### src/rtl/cam_sdram_wr_pkg.sv
// Shared types and default geometry for the camera-to-SDRAM write path.
package cam_sdram_wr_pkg;

    typedef enum logic [1:0] {
        IDLE  = 2'd0,
        REQ   = 2'd1,
        BURST = 2'd2
    } state_t;

    localparam int BURST_LEN_DEF   = 8;
    localparam int FIFO_DEPTH_DEF  = 16;
    localparam int FRAME_WORDS_DEF = 307200;
    localparam int ADDR_W          = 24;
    localparam int PIX_W           = 16;

    // Base address of the following burst, wrapping at the end of the frame.
    function automatic logic [ADDR_W-1:0] next_burst_addr(
        input logic [ADDR_W-1:0] addr,
        input int unsigned       burst_len,
        input int unsigned       frame_words
    );
        if (addr >= ADDR_W'(frame_words - burst_len)) begin
            return '0;
        end else begin
            return addr + ADDR_W'(burst_len);
        end
    endfunction

endpackage

### src/rtl/cam_sdram_wr_sync_fifo.sv
// Single-clock FIFO with synchronous clear; head word is visible on dout_o.
module sync_fifo #(
    parameter  int WIDTH = 16,
    parameter  int DEPTH = 16,
    localparam int AW    = $clog2(DEPTH),
    localparam int LW    = AW + 1
) (
    input  logic             clk,
    input  logic             rst,
    input  logic             clr_i,
    input  logic             push_i,
    input  logic             pop_i,
    input  logic [WIDTH-1:0] din_i,
    output logic [WIDTH-1:0] dout_o,
    output logic             full_o,
    output logic             empty_o,
    output logic [LW-1:0]    level_o
);

    logic [WIDTH-1:0] mem_q [DEPTH];
    logic [AW-1:0]    wr_q, wr_d, rd_q, rd_d, wa_s;
    logic [LW-1:0]    cnt_q, cnt_d;
    logic             do_push_s, do_pop_s;

    function automatic logic [AW-1:0] ptr_inc(input logic [AW-1:0] p);
        if (p == AW'(DEPTH - 1)) begin
            return '0;
        end else begin
            return p + AW'(1);
        end
    endfunction

    // Pointer and occupancy next-state; a clear restarts at slot 0 but keeps a same-cycle push.
    always_comb begin
        do_pop_s  = pop_i && !empty_o;
        do_push_s = push_i && (clr_i || !full_o || do_pop_s);
        wa_s      = clr_i ? '0 : wr_q;
        if (clr_i) begin
            rd_d  = '0;
            wr_d  = do_push_s ? AW'(1) : '0;
            cnt_d = do_push_s ? LW'(1) : '0;
        end else begin
            rd_d  = do_pop_s ? ptr_inc(rd_q) : rd_q;
            wr_d  = do_push_s ? ptr_inc(wr_q) : wr_q;
            cnt_d = cnt_q + LW'(do_push_s) - LW'(do_pop_s);
        end
    end

    // Pointer and occupancy registers.
    always_ff @(posedge clk or posedge rst) begin
        if (rst) begin
            wr_q  <= '0;
            rd_q  <= '0;
            cnt_q <= '0;
        end else begin
            wr_q  <= wr_d;
            rd_q  <= rd_d;
            cnt_q <= cnt_d;
        end
    end

    // Storage array.
    always_ff @(posedge clk) begin
        if (do_push_s) begin
            mem_q[wa_s] <= din_i;
        end
    end

    assign dout_o  = mem_q[rd_q];
    assign full_o  = (cnt_q == LW'(DEPTH));
    assign empty_o = (cnt_q == '0);
    assign level_o = cnt_q;

endmodule

### src/rtl/cam_sdram_wr.sv
// Buffers camera pixels and writes them to SDRAM as fixed-length bursts.
module cam_sdram_wr
    import cam_sdram_wr_pkg::*;
#(
    parameter int BURST_LEN   = BURST_LEN_DEF,
    parameter int FIFO_DEPTH  = FIFO_DEPTH_DEF,
    parameter int FRAME_WORDS = FRAME_WORDS_DEF
) (
    input  logic                           clk,
    input  logic                           rst,
    input  logic                           pix_valid,
    input  logic [15:0]                    pix_data,
    input  logic                           frame_start,
    output logic                           wr_sdram_req,
    input  logic                           wr_sdram_ack,
    output logic [23:0]                    wr_sdram_add,
    output logic [15:0]                    wr_sdram_data,
    output logic [$clog2(FIFO_DEPTH):0]    fifo_level,
    output logic                           ovf_err,
    output logic                           busy
);

    localparam int LW = $clog2(FIFO_DEPTH) + 1;
    localparam int CW = $clog2(BURST_LEN) + 1;

    state_t              state_q, state_d;
    logic                req_q, req_d;
    logic [ADDR_W-1:0]   add_q, add_d;
    logic [PIX_W-1:0]    data_q, data_d;
    logic [CW-1:0]       cnt_q, cnt_d;
    logic                ovf_q, ovf_d;
    logic                pend_q, pend_d;
    logic                push_s, pop_s, clr_s, full_s, empty_s;
    logic [PIX_W-1:0]    head_s;
    logic [LW-1:0]       level_s;

    sync_fifo #(
        .WIDTH (PIX_W),
        .DEPTH (FIFO_DEPTH)
    ) u_fifo (
        .clk     (clk),
        .rst     (rst),
        .clr_i   (clr_s),
        .push_i  (push_s),
        .pop_i   (pop_s),
        .din_i   (pix_data),
        .dout_o  (head_s),
        .full_o  (full_s),
        .empty_o (empty_s),
        .level_o (level_s)
    );

    // Burst FSM, address counter and frame-start handling.
    always_comb begin
        state_d = state_q;
        req_d   = 1'b0;
        add_d   = add_q;
        data_d  = data_q;
        cnt_d   = cnt_q;
        pend_d  = pend_q | frame_start;
        pop_s   = 1'b0;
        clr_s   = 1'b0;
        case (state_q)
            IDLE: begin
                cnt_d = '0;
                if (pend_q) begin
                    clr_s  = 1'b1;
                    add_d  = '0;
                    pend_d = frame_start;
                end else if ((level_s >= LW'(BURST_LEN)) && !frame_start) begin
                    state_d = REQ;
                    req_d   = 1'b1;
                end else begin
                    state_d = IDLE;
                end
            end
            REQ: begin
                if (wr_sdram_ack) begin
                    state_d = BURST;
                end else begin
                    req_d = 1'b1;
                end
            end
            BURST: begin
                pop_s  = !empty_s;
                data_d = head_s;
                if (cnt_q == CW'(BURST_LEN - 1)) begin
                    state_d = IDLE;
                    cnt_d   = '0;
                    add_d   = next_burst_addr(add_q, BURST_LEN, FRAME_WORDS);
                end else begin
                    cnt_d = cnt_q + CW'(1);
                end
            end
            default: begin
                state_d = IDLE;
            end
        endcase
        // A full FIFO still accepts a pixel when a word leaves in the same cycle.
        push_s = pix_valid && (clr_s || !full_s || pop_s);
        ovf_d  = clr_s ? 1'b0 : (ovf_q | (pix_valid & ~push_s));
    end

    // Control and status registers.
    always_ff @(posedge clk or posedge rst) begin
        if (rst) begin
            state_q <= IDLE;
            req_q   <= 1'b0;
            add_q   <= '0;
            data_q  <= '0;
            cnt_q   <= '0;
            ovf_q   <= 1'b0;
            pend_q  <= 1'b0;
        end else begin
            state_q <= state_d;
            req_q   <= req_d;
            add_q   <= add_d;
            data_q  <= data_d;
            cnt_q   <= cnt_d;
            ovf_q   <= ovf_d;
            pend_q  <= pend_d;
        end
    end

    assign wr_sdram_req  = req_q;
    assign wr_sdram_add  = add_q;
    assign wr_sdram_data = (state_q == BURST) ? head_s : data_q;
    assign fifo_level    = level_s;
    assign ovf_err       = ovf_q;
    assign busy          = (state_q != IDLE);

endmodule

### config.mk
export PLATFORM = sky130hd
export DESIGN_NAME = cam_sdram_wr
export DESIGN_NICKNAME = d
export VERILOG_FILES = /design/src/rtl/cam_sdram_wr_pkg.sv /design/src/rtl/cam_sdram_wr_sync_fifo.sv /design/src/rtl/cam_sdram_wr.sv
export SDC_FILE = /design/constraint.sdc
export NUM_CORES = 1
export LEC_CHECK = 0
export ABC_AREA = 1
export CAP_MARGIN = 20
export CORE_MARGIN = 2
export CORE_UTILIZATION = 51
export CTS_CLUSTER_DIAMETER = 60
export DETAILED_ROUTE_END_ITERATION = 8
export GPL_ROUTABILITY_DRIVEN = 0
export GPL_TIMING_DRIVEN = 0
export PLACE_DENSITY = 0.69
export SKIP_LAST_GASP = 1
export SYNTH_ARGS = -nofsm -noshare
export SYNTH_HDL_FRONTEND = slang
export SYNTH_SLANG_ARGS = --single-unit
### constraint.sdc
create_clock -name clk -period 7.5 [get_ports clk]
set_input_delay 1.5 -clock clk [delete_from_list [all_inputs] [get_ports clk]]
set_output_delay 1.5 -clock clk [all_outputs]
set_load 0.05 [all_outputs]
==> flow_summary.ini <==
[yosys]
synth_area_per_cell_um2 = 10.13
synth_xor_area_share_pct = 0.5096
synth_fa_ha_area_share_pct = 1.237
synthMuxAreaShare_pct = 0
synth_edf_count = 256
yosysSeqAreaShare_pct = 66.64
synthSimpleGateAreaFrac_pct = 23.35
synth_top_area_share_pct = 55.91
synth_top_area_cell = edfxtp_1
synth_seq_cells = 315
synthesis.area_um2 = 13750
yosys_warnings = 0
synth_top_family_by_area = simple AND/OR/NAND/NOR gates
postSynthCellCount = 1357
netlist_top_cells_area = edfxtp_1 56%, nand2_1 13%, dfrtp_1 11%
synth_cell_types = 38
synth-compound-area-share_pct = 2.621
synth_ff_type = edfxtp_1
synth-async-reset-ratio_pct = 18.73

[placed_design]
hpwl_um = 23950
place.port_buffers = 65

[power_and_ir_drop]
p_total_uw = 5834
vdd_ir_drop_max_v = 0.0002388
p_per_area_nw_per_um2 = 359.6
total_leakage_power_uw = 0.006597

[worst_setup_path]
critPathMaxStageDelay_ns = 0.89
end_kind = primary output
reg2regPathDepth = 16
path_common_cell = nand3_1
r2r-end = u_fifo.level_o[4]$_DFF_PP0_
path_cells = inv_1, buf_2, buf_1, nand2_1, nand3_1, nand3_1, a21oi_1, clkdlybuf4s50_1
crit_start = u_fifo.rd_q[1]$_DFFE_PP0P_
r2r_start = u_fifo.level_o[2]$_DFF_PP0_
crit_arrival_ns = 3.44
cp.required_ns = 6.00
cp-start-kind = flop
path_max_fanout = 10
crit_slowest_cell = clkdlybuf4s50_1
crit_type = flop to primary output
r2r_slack_ns = 4.57

[finish]
diodes = 0
layout_common_cells = 493 x nand2_1, 256 x edfxtp_1, 155 x nand3_1
final_common_cell = nand2_1
num-nets-final = 1511
drive_gt1_share_pct = 10.65
n_fill_cell = 2179
area_delta_synth_final_pct = 17.97
multi_input_comb_area_um2 = 3870
register_area_um2 = 9164
final_util_pct = 60.70

[clock_network]
clock_sinks = 315
cts_tree = built
cts_setup_buffers = 0
postCtsHoldBufs = 0
htreeDepth = 2
clk_path_buf_depth = 3
clkTransAtPathRegs_ns = 0.06
cts-root-buf = clkbuf_16
clk_latency_ns = 0.54
cts_buffers = 35
ctsResizeCount = 0

[detailed_routing]
vias = 10020
firstDrtPassIters = 5
post-route-drc-count = 0
wl_met3_um = 3228
drt-met1-wl_um = 14230
drtAntennaViolNets = 0
top_layer = met4
viasPerCell = 5.434
first_iter_violations = 1083
routed_wirelength_um = 35330
wire_per_inst_um = 19.16
route.met2.wl_um = 16810

[timing]
slew-limit-headroom_pct = 28.85
max_freq_ghz = 0.2025
slew_violations = 0
period_share_pct = 65.84
grt_setup_unrepaired = false
worst_pin_slew_ns = 1.066
skew_ns = 0.02155
period_minus_slack_ns = 4.938
tns_ns = 0
final-setup-viol-count = 0
finalHoldViolCount = 0

[floorplan]
die_w_um = 168.2
dieArea_um2 = 28290
die_y_um = 168.2
rows = 60
start_util_pct = 51.45
io_pins = 69
coreArea_um2 = 26730

[global_route]
grt_overflow = 0
antenna_found_initial = 0
grt_pass1_vias = 9773
grt_max_degree = 40
grt_usage_pct = 25.45
grt_pass1_wl_um = 54220

[job]
maxCapViolCount = 0

[min_path]
hp-class = flop to flop
whs_endpoint = ovf_err$_DFF_PP0_
hold_depth = 2
hp-start = ovf_err$_DFF_PP0_

[status]
status = completed
per-layer routing:
metal | track usage (%) | vias to the layer above
met5 | 0 | -
met4 | 8.658 | 0
met3 | 4.278 | 76
met2 | 41.67 | 472
met1 | 34.83 | 4769
li1 | - | 4704
state kept, by name, indices dropped and copies added (netlist names):
| name | flops |
|---|---|
| data_q | 16 |
| u_fifo.level_o | 5 |
| u_fifo.mem_q | 256 |
| u_fifo.rd_q | 4 |
| u_fifo.wr_q | 4 |
| cnt_q | 4 |
| pend_q | 1 |
| wr_sdram_add | 21 |
| ovf_err | 1 |
| wr_sdram_req | 1 |
| state_q | 2 |
cells by family (layout without fill, tap and decap cells):
logic type,count (synthesis),count (layout)
AOI/OAI and AO/OA,65,65
xor gates and xnor gates,8,8
other,1,3
DFF,315,315
and+or+nand+nor,773,773
buffers and inverters,182,326
adders and majority gates,13,13
stage by stage:
step	hold slack, ns	area, um^2	setup WS [ns]	cells
final	0.5006	16220	2.562	1844
after CTS	0.5046	16220	2.578	1844
after global placement	0.4871	14840	2.416	1765
after global routing	0.5453	16220	2.435	1844
after floorplan	0.4862	13760	4.077	1359
after detailed placement	0.4904	15130	3.157	1781
cell type report:
class / instances / share of cell area [%]
clock buffers: 43 / 5.708
flip-flops and latches: 315 / 56.49
repair buffers: 81 / 5.507
well taps: 341 / 2.630
clock inverters: 20 / 1.049
plain buffers: 59 / 1.905
multi-input cells: 862 / 23.86
inverters: 123 / 2.854
power breakdown:
group | internal, uW | switching [uW] | leakage [uW] | total [uW]
logic | 576 | 1490 | 0.00299 | 2070
clock network | 927 | 702 | 0.000535 | 1630
registers | 2070 | 68.6 | 0.00307 | 2140
cells in the mapped netlist (2+ instances only):
master,instances
clkbuf_1,13
o21ai_2,2
buf_2,34
o22ai_1,2
o21ai_1,7
inv_2,7
a21oi_1,41
xor2_1,7
dfrtp_1,59
nand2_2,2
nor2_1,91
o21ai_0,8
buf_6,4
inv_1,114
ha_1,12
nor3_1,5
nand3_1,155
edfxtp_1,256
nand2_1,493
nor2_4,3
buf_1,4
nand4_1,6
nor2_2,13
buf_4,4
o32ai_1,2
worst max-delay path by stage:
stage	cells after the start	to	slack [ns]
6_report	8	wr_sdram_data[1]	2.56
5_1_grt	8	wr_sdram_data[5]	2.44
4_1_cts	8	wr_sdram_data[1]	2.58
3_5_place_dp	8	wr_sdram_data[1]	3.16
3_3_place_gp	5	u_fifo.mem_q[3][3]$_DFFE_PP_	2.42
2_1_floorplan	7	wr_sdram_data[12]	4.08
worst max-delay path: cells and delay by family (launching register included):
family	cells	cell delay [ns]
compound gates	1	0.39
simple gates	3	0.31
flops	1	0.41
buf+inv	4	1.78
No activity file was read; power rests on OpenSTA's default activity.
==> variant 1 (same settings) <==
Take the reset off `wr_q` and load it in a clocked block of its own.
--- a/src/rtl/cam_sdram_wr_sync_fifo.sv
+++ b/src/rtl/cam_sdram_wr_sync_fifo.sv
@@ -49,14 +49,16 @@
     // Pointer and occupancy registers.
     always_ff @(posedge clk or posedge rst) begin
         if (rst) begin
-            wr_q  <= '0;
             rd_q  <= '0;
             cnt_q <= '0;
         end else begin
-            wr_q  <= wr_d;
             rd_q  <= rd_d;
             cnt_q <= cnt_d;
         end
+    end
+
+    always_ff @(posedge clk) begin
+        wr_q <= wr_d;
     end
 
     // Storage array.
Behaviour: no difference found for any inputs over 10 cycles, from zero or initial values and one cycle with rst high; that may be too few to reach the edited logic, so the function may still have changed.
==> variant 1 against the unedited design <==
  * Final cell count shrank 12%
  * Critical path depth is the same
  * Setup slack gained 0.014 ns
  * Sequential cell count is the same
  * Via count shrank 10%
  * Cell area shrank 5.1%
  * Total power grew 0.18%
  * Hold slack gained 0.011 ns
  * Clock skew is essentially flat
  * Sequential share of layout area grew 3.2 points
  * Synthesized area shrank 4.6%
  * Utilization grew 0.24 points
  * Routed wire length shrank 8.6%
  * Critical endpoint is now wr_sdram_data[2]
==> variant 1: results (changes against the unedited design) <==
| Metric | Value |
|---|---|
| Status | `finished, final reports clean` |
| Register area share after synthesis | `0.700 (+0.0334)` |
| Number of iterations in the first detailed-routing pass | `5 (unchanged)` |
| Share of layout cells above drive strength 1 | `0.0985 (-0.00792)` |
| Kind of cell adding the most delay to the critical path | `buffers and inverters` |
| Ys async rst share | `0.175 (-0.0127)` |
| Yosys warns | `0 (unchanged)` |
| Max FFs per register | `256 (unchanged)` |
| Hold Path Class | `reg -> reg` |
| Die W | `164 µm (-2.3%)` |
| CTS Hold Bufs | `0 (unchanged)` |
| N_diodes | `0 (unchanged)` |
| H-tree depth | `2 (unchanged)` |
| Finished Layout Cells | `1629 (-12%)` |
| Slew headroom | `0.375 (+0.0861)` |
| CP max FO | `10 (unchanged)` |
| Vias in the first global route | `8484 (-13%)` |
| Post-CTS setup buffers | `0 (unchanged)` |
| Num CTS Buffers | `35 (unchanged)` |
| Distinct cells, synth | `40 (+5.3%)` |
| DR iter-0 viols | `987 (-8.9%)` |
| Synth area leaders | `edfxtp_1, dfrtp_1, nor2_1` |
| Post_cts resized | `0 (unchanged)` |
| FILL cells | `2008 (-7.8%)` |
| Clock Path Buffers | `3 (unchanged)` |
| Initial antenna violation count | `0 (unchanged)` |
| Top reg by flops | `u_fifo.mem_q` |
| Slowest-stage cell, CP | `clkdlybuf4s50_1` |
| Clock skew | `0.0210 ns (-0.000500 ns)` |
| Reg clk slew, reported paths | `0.06 ns (about the same)` |
| Critical Path AT | `3.42 ns (-0.02 ns)` |
| Fin nets | `1310 (-13%)` |
| Port-buffer cells | `65 (unchanged)` |
| Peak supply drop | `373 µV (+56%)` |
| Placed cell area | `14400 µm² (-5.0%)` |
| Commonest cells post-synth | `edfxtp_1, nor2_1, nand2_1` |
| Design Area, Final | `15400 µm² (-5.1%)` |
| Largest net degree at the start of global routing | `31 (-23%)` |
| Crit path largest cell delay | `0.87 ns (-0.02 ns)` |
| Clock root buffer | `clkbuf_16` |
| Global-route wire length before repair | `49200 µm (-9.2%)` |
| Pleak | `5.67 nW (-14%)` |
| Post-DP HPWL | `21700 µm (-9.2%)` |
| Clock insertion delay at the later pin of the skew report | `0.51 ns (-0.03 ns)` |
| EDFF count, synth | `260 (+1.6%)` |
| Setup TNS | `0 ns (unchanged)` |
| GR Util All Layers | `0.248 (-0.00687)` |
| Drt total wl | `32300 µm (-8.6%)` |
| Avg Inst Size Synth | `11.3 µm² (+12%)` |
| DR vias/cell | `5.54 (+1.9%)` |
variant 1: cell types whose count changed in the layout (fill, tap and decap cells not counted), moves of 17 or more:
cell and delta:
buf_4 +17, inv_1 -77, nand2_1 -351, nand3_1 -42, nor2_1 +171, nor2_2 -17, o21ai_0 +110
variant 1: worst reg2reg max path, delay by kind of cell, from the launching register on:
kind,cells,cell delay [ns]
adder cells (fa/ha/maj),3,0.74
buffers and inverters,6,0.70
flip-flops,1,0.38
AND/OR/NAND/NOR,3,0.33
AO/OA/AOI/OAI,2,0.27
XOR/XNOR,1,0.17
variant 1: layout make-up:
| type | instances | area share |
|---|---|---|
| Buffer | 60 | 0.0224 |
| Timing Repair Buffer | 78 | 0.0524 |
| Tap cell | 330 | 0.0268 |
| Clock inverter | 15 | 0.00675 |
| Sequential cell | 315 | 0.597 |
| Clock buffer | 45 | 0.0600 |
| Inverter | 47 | 0.0118 |
| Multi-Input combinational cell | 739 | 0.223 |
variant 1: path summary, 6_finish.rpt:
| path | start | to | slack (ns) | cells past startpoint |
|---|---|---|---|---|
| hold / removal | wr_sdram_add[20] | wr_sdram_add[20] | 0.51 | 2 |
| hold reg to reg | wr_sdram_add[20] | wr_sdram_add[20] | 0.51 | 2 |
| setup reg to reg | state_q[0] | u_fifo.level_o[4] | 4.78 | 15 |
| max in group asynchronous | rst | u_fifo.level_o[3] | 5.54 | 3 |
| setup / recovery | u_fifo.rd_q[0] | wr_sdram_data[2] | 2.58 | 8 |
| min in group asynchronous | rst | wr_sdram_req | 1.38 | 2 |
variant 1: cell families (layout without fill, tap and decap cells):
logic type / Yosys count / count (layout) / share of synthesized area
and+or+nand+nor: 532 / 532 / 0.169
xor gates and xnor gates: 12 / 12 / 0.00801
buffers and inverters: 107 / 245 / 0.0401
AOI/OAI and AO/OA: 179 / 179 / 0.0700
DFF: 315 / 315 / 0.700
other: 1 / 3 / 0.000286
adders and majority gates: 13 / 13 / 0.0130
variant 1: metrics by stage:
step	worst slack [ns]	total power [mW]	hold WS [ns]
final	2.58	5.84	0.512
after global routing	2.46	6.13	0.540
after CTS	2.59	5.86	0.504
after detailed placement	3.15	4.30	0.489
after global placement	3.19	4.23	0.480
after floorplan	4.09	3.57	0.487
variant 1: metal layers:
layer | global-route usage | up-vias | part of all wire
met5 | 0 | - | 0
met4 | 0.0937 | 0 | 0.038
met3 | 0.0399 | 73 | 0.090
met2 | 0.385 | 417 | 0.45
met1 | 0.355 | 4284 | 0.42
li1 | - | 4248 | -
variant 1: power by group:
| part | total [mW] | leakage [nW] | internal [mW] | switching [mW] |
|---|---|---|---|---|
| logic | 2.07 | 2.11 | 0.605 | 1.46 |
| registers | 2.21 | 3.06 | 2.14 | 0.0781 |
| clock network | 1.56 | 0.503 | 0.903 | 0.660 |
| total | 5.84 | 5.67 | 3.64 | 2.20 |
==> variant 2 (same flow settings) <==
Without the edit above. The package constant `BURST_LEN_DEF` goes from 8 to 16.
--- a/src/rtl/cam_sdram_wr_pkg.sv
+++ b/src/rtl/cam_sdram_wr_pkg.sv
@@ -7,7 +7,7 @@
         BURST = 2'd2
     } state_t;
 
-    localparam int BURST_LEN_DEF   = 8;
+    localparam int BURST_LEN_DEF   = 16;
     localparam int FIFO_DEPTH_DEF  = 16;
     localparam int FRAME_WORDS_DEF = 307200;
     localparam int ADDR_W          = 24;
Function: changed (a bounded check fails within 10 cycles, from zero or initial values and one cycle with rst high).
==> variant 2 against the unedited design <==
  * Sequential share of layout area increased by 0.28 points
  * Routed wire length decreased by 2.9%
  * Global-route usage decreased by 1.1 points
  * First-iteration DRC count decreased by 16%
  * Cell area decreased by 0.49%
  * Synthesized cell count increased by 0.37%
  * Synthesized area increased by 0.10%
  * Sequential cell count unchanged
  * Total power increased by 5.2%
  * Clock skew increased by 0.0091 ns
  * Setup slack improved by 0.011 ns
  * Critical path depth unchanged
  * Via count decreased by 1.7%
  * Highest routed layer unchanged
==> variant 2: results (changes against the unedited design) <==
| Metric | Value |
|---|---|
| Status | `finished, final reports clean` |
| Top reg by flops | `u_fifo.mem_q` |
| Reg2Reg Setup Slack | `4.80 ns (+0.23 ns)` |
| Critical Path AT | `3.43 ns (about the same)` |
| Register area share after synthesis | `0.666 (about the same)` |
| M1 GR Usage | `0.319 (-0.0289)` |
| Post-DP HPWL | `23500 µm (-1.9%)` |
| Placed cell area | `15100 µm² (-0.44%)` |
| Global-route wire length before repair | `52600 µm (-3.0%)` |
| Critical R2R Capture | `u_fifo.mem_q[4][12]` |
| Hold Path Sink | `wr_sdram_add[19]` |
| Port-buffer cells | `64 (-1.5%)` |
| Share of layout cells above drive strength 1 | `0.0989 (-0.00752)` |
| Largest net degree at the start of global routing | `33 (-18%)` |
| Pleak | `6.73 nW (+2.0%)` |
| Mux contribution to synthesized area | `0 (unchanged)` |
| Initial antenna violation count | `1 (+1)` |
| FF-to-FF Start | `state_q[1]` |
| Commonest cells post-synth | `nand2_1, edfxtp_1, nand3_1` |
| Vias in the first global route | `9629 (-1.5%)` |
| Peak supply drop | `268 µV (+12%)` |
| Reg2reg path depth | `5 (-11)` |
| Post-Synth XOR/XNOR Area | `0.00191 (-0.00319)` |
| GR Util All Layers | `0.244 (-0.0107)` |
| Routing usage on met3 | `0.0374 (-0.00541)` |
| DR iter-0 viols | `910 (-16%)` |
| Via count | `9851 (-1.7%)` |
| Hold path startpoint | `wr_sdram_add[19]` |
| Drt total wl | `34300 µm (-2.9%)` |
| Synth area leaders | `edfxtp_1, nand2_1, dfrtp_1` |
| Post-Synth Adder-Cell Area | `0.0105 (-0.00183)` |
| Number of iterations in the first detailed-routing pass | `6 (+1)` |
| Clock skew | `0.0307 ns (+0.00915 ns)` |
| Slew headroom | `0.270 (-0.0189)` |
| Max FFs per register | `256 (unchanged)` |
## variant 2: cell count changes after synthesis, moves of 6 or more
cell / change
nand2_1: -79
inv_1: +67
nand3_1: +30
nor2_1: -14
a21oi_1: +7
o21ai_1: -7
o21ai_0: +6
## variant 2: cell type report
cell class / count / area [µm²]
sequential: 315 / 9160
multi-input combinational: 803 / 3640
clock inverter: 20 / 153
buffer: 60 / 303
timing repair buffer: 77 / 822
inverter: 187 / 704
fill: 2194 / 10600
tap: 341 / 427
clock buffer: 44 / 931
## variant 2: worst max-delay path by stage
| stage | from | end | slack (ns) | depth (start not counted) |
|---|---|---|---|---|
| floorplan | u_fifo.rd_q[1] | wr_sdram_data[10] | 4.05 | 7 |
| global placement | pix_valid | u_fifo.mem_q[12][14] | 2.83 | 5 |
| detailed placement | u_fifo.rd_q[1] | wr_sdram_data[4] | 3.15 | 8 |
| CTS | u_fifo.rd_q[1] | wr_sdram_data[6] | 2.60 | 8 |
| global route | u_fifo.rd_q[1] | wr_sdram_data[5] | 2.40 | 8 |
| finish | u_fifo.rd_q[1] | wr_sdram_data[2] | 2.57 | 8 |
## variant 2: metrics by stage
stage	util	std cells	hold slack (ns)	worst slack, ns
final	0.604	1847	0.523	2.57
after global routing	0.604	1847	0.550	2.40
after CTS	0.604	1847	0.526	2.60
after detailed placement	0.563	1783	0.507	3.15
after global placement	0.555	1770	0.503	2.83
after floorplan	-	1365	0.479	4.05
## variant 2: power breakdown
| group | switching (mW) | internal (mW) |
|---|---|---|
| Sequential | 0.0772 | 2.09 |
| Clock | 0.701 | 0.927 |
| Combinational | 1.67 | 0.666 |
## variant 2: layer usage
metal  vias up  routed length, µm
li1       4679                  -
met1      4732              14000
met2       369              16800
met3        71               2380
met4         0               1020
met5         -                  0
## variant 2: critical path, cell delays in order (launching register included)
cell and delay [ns]:
dfrtp_1 0.44, inv_1 0.09, buf_2 0.25, clkbuf_1 0.47
nand3_1 0.14, nand3_1 0.13, nand3_1 0.13, a21oi_1 0.37
clkdlybuf4s50_1 0.88
## variant 2: logic make-up (layout without fill, tap and decap cells)
logic type / Yosys count / after routing
flops: 315 / 315
fa+ha+maj: 11 / 11
xor+xnor: 3 / 3
buf+inv: 247 / 388
simple gates: 711 / 711
other cells: 1 / 4
compound gates: 74 / 74
